`config.mk`:
```
export PLATFORM = sky130hd
export DESIGN_NAME = instr_dcd_burst
export DESIGN_NICKNAME = d
export VERILOG_FILES = /design/src/rtl/instr_dcd_burst.sv
export SDC_FILE = /design/constraint.sdc
export NUM_CORES = 1
export LEC_CHECK = 0
export CAP_MARGIN = 20
export CELL_PAD_IN_SITES_DETAIL_PLACEMENT = 1
export CELL_PAD_IN_SITES_GLOBAL_PLACEMENT = 2
export CORE_MARGIN = 10
export CORE_UTILIZATION = 26
export CTS_BUF_LIST = sky130_fd_sc_hd__clkbuf_2 sky130_fd_sc_hd__clkbuf_4 sky130_fd_sc_hd__clkbuf_8
export CTS_CLUSTER_DIAMETER = 120
export DETAILED_ROUTE_END_ITERATION = 12
export PLACE_DENSITY = 0.78
export SLEW_MARGIN = 20
export SYNTH_ARGS = -nofsm -noshare
export SYNTH_HDL_FRONTEND = slang
export SYNTH_SLANG_ARGS = --single-unit
```
`constraint.sdc`:
```
create_clock -name clk -period 1.6 [get_ports clk]
set_input_delay 0.16 -clock clk [delete_from_list [all_inputs] [get_ports clk]]
set_output_delay 0.16 -clock clk [all_outputs]
set_load 0.005 [all_outputs]
```
`src/rtl/instr_dcd_burst.sv`:
```
// instr_dcd_burst
//   Decodes an SPI-style register access protocol. The first byte of each
//   frame is an instruction (bit7 write/read, bit6 burst/single, low ADDR_W
//   bits start address). The bytes that follow are data bytes. Each data
//   byte becomes a one-cycle register write strobe (write mode) or triggers
//   the read prefetch for the next byte to be shifted out (read mode).
//
// Ports
//   clk, rst        : rising-edge clock, synchronous active-high reset
//   cs_n            : frame select (high = idle), synchronous to clk
//   byte_sync       : one-cycle pulse, data_in holds a complete byte
//   data_in         : received byte
//   data_out        : last value read from the register file
//   read / write    : one-cycle register strobes, never high together
//   addr            : register address, valid with read/write
//   data_read       : register read data, combinational from addr
//   data_write      : register write data, valid with write
//   err             : sticky frame error (address out of range)
//   busy            : high while the frame is past its instruction byte
module instr_dcd_burst #(
  parameter int ADDR_W    = 6,
  parameter int REG_COUNT = 64
) (
  input  logic              clk,
  input  logic              rst,
  input  logic              cs_n,
  input  logic              byte_sync,
  input  logic [7:0]        data_in,
  output logic [7:0]        data_out,
  output logic              read,
  output logic              write,
  output logic [ADDR_W-1:0] addr,
  input  logic [7:0]        data_read,
  output logic [7:0]        data_write,
  output logic              err,
  output logic              busy
);

  typedef enum logic [1:0] {
    S_INSTR = 2'd0,
    S_DATA  = 2'd1,
    S_DONE  = 2'd2
  } state_t;

  // Highest implemented address, one bit wider than the address so that
  // REG_COUNT == 2**ADDR_W is representable.
  localparam logic [ADDR_W:0] LAST = (ADDR_W + 1)'(REG_COUNT - 1);

  function automatic logic in_range(input logic [ADDR_W-1:0] a);
    return ({1'b0, a} <= LAST);
  endfunction

  // Auto-increment with wrap at the last implemented register.
  function automatic logic [ADDR_W-1:0] next_addr(input logic [ADDR_W-1:0] a);
    if ({1'b0, a} == LAST) return '0;
    else                   return a + ADDR_W'(1);
  endfunction

  state_t            state_q, state_d;
  logic              wr_mode_q, wr_mode_d;
  logic              burst_q, burst_d;
  // In write mode ptr points at the next register to write; in read mode it
  // points at the register most recently read.
  logic [ADDR_W-1:0] ptr_q, ptr_d;
  logic [ADDR_W-1:0] addr_q, addr_d;
  logic              read_q, read_d;
  logic              write_q, write_d;
  logic [7:0]        dwr_q, dwr_d;
  logic [7:0]        dout_q, dout_d;
  logic              err_q, err_d;
  logic              cs_n_q;
  logic [ADDR_W-1:0] instr_addr;

  assign instr_addr = data_in[ADDR_W-1:0];

  always_comb begin
    state_d   = state_q;
    wr_mode_d = wr_mode_q;
    burst_d   = burst_q;
    ptr_d     = ptr_q;
    addr_d    = addr_q;
    read_d    = 1'b0;
    write_d   = 1'b0;
    dwr_d     = dwr_q;
    err_d     = err_q;
    // Read data is captured the cycle after the strobe, whatever happens to
    // the frame in the meantime.
    dout_d    = read_q ? data_read : dout_q;

    // First cycle of a new frame clears the sticky error.
    if (cs_n_q && !cs_n) err_d = 1'b0;

    if (cs_n) begin
      state_d = S_INSTR;
    end else if (byte_sync) begin
      unique case (state_q)
        S_INSTR: begin
          wr_mode_d = data_in[7];
          burst_d   = data_in[6];
          ptr_d     = instr_addr;
          if (!in_range(instr_addr)) begin
            err_d   = 1'b1;
            state_d = S_DONE;
          end else begin
            state_d = S_DATA;
            // Read mode prefetches the first register immediately so the
            // byte is ready before the first data byte is shifted out.
            if (!data_in[7]) begin
              read_d = 1'b1;
              addr_d = instr_addr;
            end
          end
        end
        S_DATA: begin
          if (wr_mode_q) begin
            write_d = 1'b1;
            addr_d  = ptr_q;
            dwr_d   = data_in;
            if (burst_q) ptr_d = next_addr(ptr_q);
          end else if (burst_q) begin
            read_d = 1'b1;
            addr_d = next_addr(ptr_q);
            ptr_d  = next_addr(ptr_q);
          end
          state_d = burst_q ? S_DATA : S_DONE;
        end
        S_DONE: begin
          state_d = S_DONE;
        end
        default: begin
          state_d = S_INSTR;
        end
      endcase
    end
  end

  always_ff @(posedge clk) begin
    if (rst) begin
      state_q   <= S_INSTR;
      wr_mode_q <= 1'b0;
      burst_q   <= 1'b0;
      ptr_q     <= '0;
      addr_q    <= '0;
      read_q    <= 1'b0;
      write_q   <= 1'b0;
      dwr_q     <= 8'h00;
      dout_q    <= 8'h00;
      err_q     <= 1'b0;
      cs_n_q    <= 1'b1;
    end else begin
      state_q   <= state_d;
      wr_mode_q <= wr_mode_d;
      burst_q   <= burst_d;
      ptr_q     <= ptr_d;
      addr_q    <= addr_d;
      read_q    <= read_d;
      write_q   <= write_d;
      dwr_q     <= dwr_d;
      dout_q    <= dout_d;
      err_q     <= err_d;
      cs_n_q    <= cs_n;
    end
  end

  assign data_out   = dout_q;
  assign read       = read_q;
  assign write      = write_q;
  assign addr       = addr_q;
  assign data_write = dwr_q;
  assign err        = err_q;
  assign busy       = (state_q != S_INSTR);

endmodule

```
==> out/qor.yml <==
ys_async_sr_fraction: 0
ctsHoldBuffers: 0
ys_ff_latch: 34
core-area_um2: 5956
die_y_um: 98.76
setup_viol: 0
clock-sinks: 34
critPathMaxFanout: 12
power_density_nw_per_um2: 781.2
p_leak_nw: 0.9022
peakVddDrop_v: 0.0003697
cts.clk_slew.worst_paths_ps: 80
layout_setup_ws_ps: 48.58
p_sw_w: 0.0004910
cts_htree_levels: 2
viasPerCell: 4.776
pin_count: 46
finalSetupTns_ps: 0
grt_overflow: 0
first_iter_violations: 57
cts_setup_buffers: 0
finalCritPeriodShare: 0.9696
cts_buffers: 5
status: "completed"
finalNetCount: 271
yosys.area.top_type: "dfxtp_1"
slew_viol_final: 0
fp-row-count: 28
num_vias: 1557
ys_seq_area_frac: 0.4220
synth.top_cells.by_count: "dfxtp_1 (34), nor2_1 (26), mux2i_1 (18), nand2_1 (12), a21oi_1 (9)"
grt_first_pass_wirelength_um: 8562
fin_skew_ps: 8.065
synth-edff-count: 0
power_w: 0.001988
grt_max_degree: 14
die-width_um: 98.76
drc: 0
cts_tree: "done"
pwr-share-seq: 0.450
die_area_um2: 9754
finalHoldViolations: 0
rsz0062_at_grt: "yes"
final_cell_area_um2: 2545
yosys.cell_types.count: 49
pwr-share-comb: 0.153
synth_top_area_frac: 0.4220
required_ps: 1770
drt_pass1_iterations: 6
place.gp.congestion: 0.8104
netlist_instances: 183
critPathLaunchType: "flop"
switching_share: 0.2470
worstSetupEndpointType: "flop"
ys.flop_type: "dfxtp_1"
portBuffers: 44
wl_um: 5327
drive_above_1_share: 0.2390
ctsLongestPathBuffers: 2
p_int_w: 0.001497
antenna_found_initial: 0
start_util: 0.2708
place_area_um2: 2322
area_growth_pct: 57.80
clockPowerShare: 0.397
yosysMostFrequentCell: "dfxtp_1"
cts_root_buffer: "clkbuf_8"
wl_per_cell_um: 16.34
synth_area_um2: 1613
grt_pass1_vias: 1669
diodes: 0
ys_top_cells_by_area: "dfxtp_1 (42%), mux2i_1 (11%), nor2_1 (6.1%), a21oi_1 (2.8%), nand2_1 (2.8%)"
worstSkewPairLatency_ps: 290
ys_warn_count: 0
worstSetupPathType: "reg2reg"
postRouteAntennaNets: 0
grt_usage: 0.1078
maxCapViolCount: 0
synth_nets: 204
min_path_type: "reg2reg"
fmax_ghz: 0.6446
fin_crit_ps: 1551
arrival_ps: 1720
syn_avg_cell_area_um2: 8.813
final_util: 0.4273
hpwlAfterDp_um: 4073
dp_slack_ps: -201.8
area by class of cell:
cell class / count / area [um2]
Inverter: 3 / 11.26
Fill cell: 695 / 3411
Multi-Input combinational cell: 131 / 949.7
Tap cell: 75 / 93.84
Timing Repair Buffer: 75 / 693.2
Clock inverter: 3 / 40.04
Clock buffer: 5 / 68.82
Sequential cell: 34 / 688.2
critical path, stage by stage (launching register included):
cell,delay [ps]
dfxtp_1,320
buf_4,170
and2b_2,230
buf_4,180
and2_1,160
o21ai_0,260
a21oi_1,110
power groups by stage:
stage | clock network, W | registers [W] | logic [W]
floorplan | 0 | 0.000908 | 0.000124
global placement | 0 | 0.000911 | 0.000277
detailed placement | 0 | 0.000911 | 0.000281
CTS | 0.000811 | 0.000892 | 0.000285
global route | 0.000851 | 0.000898 | 0.000334
finish | 0.000789 | 0.000895 | 0.000304
logic make-up after synthesis:
group | after synthesis | synth area share
and+or+nand+nor | 76 | 0.2459
buffers and inverters | 18 | 0.05042
xor gates and xnor gates | 2 | 0.01086
DFF | 34 | 0.4220
other | 1 | 0.002325
muxes | 19 | 0.1187
AOI/OAI and AO/OA | 32 | 0.1420
adders and majority gates | 1 | 0.007757
timing repair:
action | CTS | global route
endpoints found under the setup margin | 5 | 7
gates resized for setup | 5 | 21
hold endpoints to repair | 0 | 0
pin swaps | 0 | 2
routing by layer:
| metal | part of all wire | up-vias | track usage |
|---|---|---|---|
| met5 | 0 | - | 0 |
| met4 | 0.0068 | 0 | 0.03308 |
| met3 | 0.085 | 4 | 0.04888 |
| met2 | 0.47 | 38 | 0.1728 |
| met1 | 0.44 | 743 | 0.1253 |
| li1 | - | 772 | - |
stage by stage:
| step | std cells | hold slack (ps) |
|---|---|---|
| floorplan | 183 | 236.7 |
| global placement | 318 | 445.3 |
| detailed placement | 318 | 452.8 |
| CTS | 326 | 462.8 |
| global route | 326 | 481.5 |
| finish | 326 | 462.5 |
cells in the final DEF (no fill, tap or decap), types with 2 or more instances in the layout:
cell type        instances
buf_4                   28
clkdlybuf4s50_1         43
o21ai_0                  5
and3_1                   2
a2111oi_4                2
nand2_1                 11
nor3_1                   5
nand2b_1                 3
mux2i_1                 18
buf_6                    2
dfxtp_2                  3
nor2_1                  26
nand2_2                  2
a21oi_2                  2
nor4b_1                  2
nor2b_1                  6
dfxtp_1                 30
and2_1                   3
clkbuf_8                 5
inv_1                    3
nand3_1                  3
a21oi_1                  8
a211o_1                  2
clkinv_2                 2
state kept, by name, summed over array words and instances (netlist names):
register / cells
data_out: 8
wr_mode_q: 1
addr: 6
data_write: 8
ptr_q: 6
write: 1
burst_q: 1
read: 1
state_q: 2
path summary, 6_finish.rpt:
path | slack, ps | depth (start not counted) | end | start
setup reg to reg | 50 | 6 | ptr_q[4] | state_q[0]
setup / recovery | 50 | 6 | ptr_q[4] | state_q[0]
hold / removal | 460 | 2 | addr[1] | addr[1]
hold reg to reg | 460 | 2 | addr[1] | addr[1]
Power figures use the tool's default switching activity.
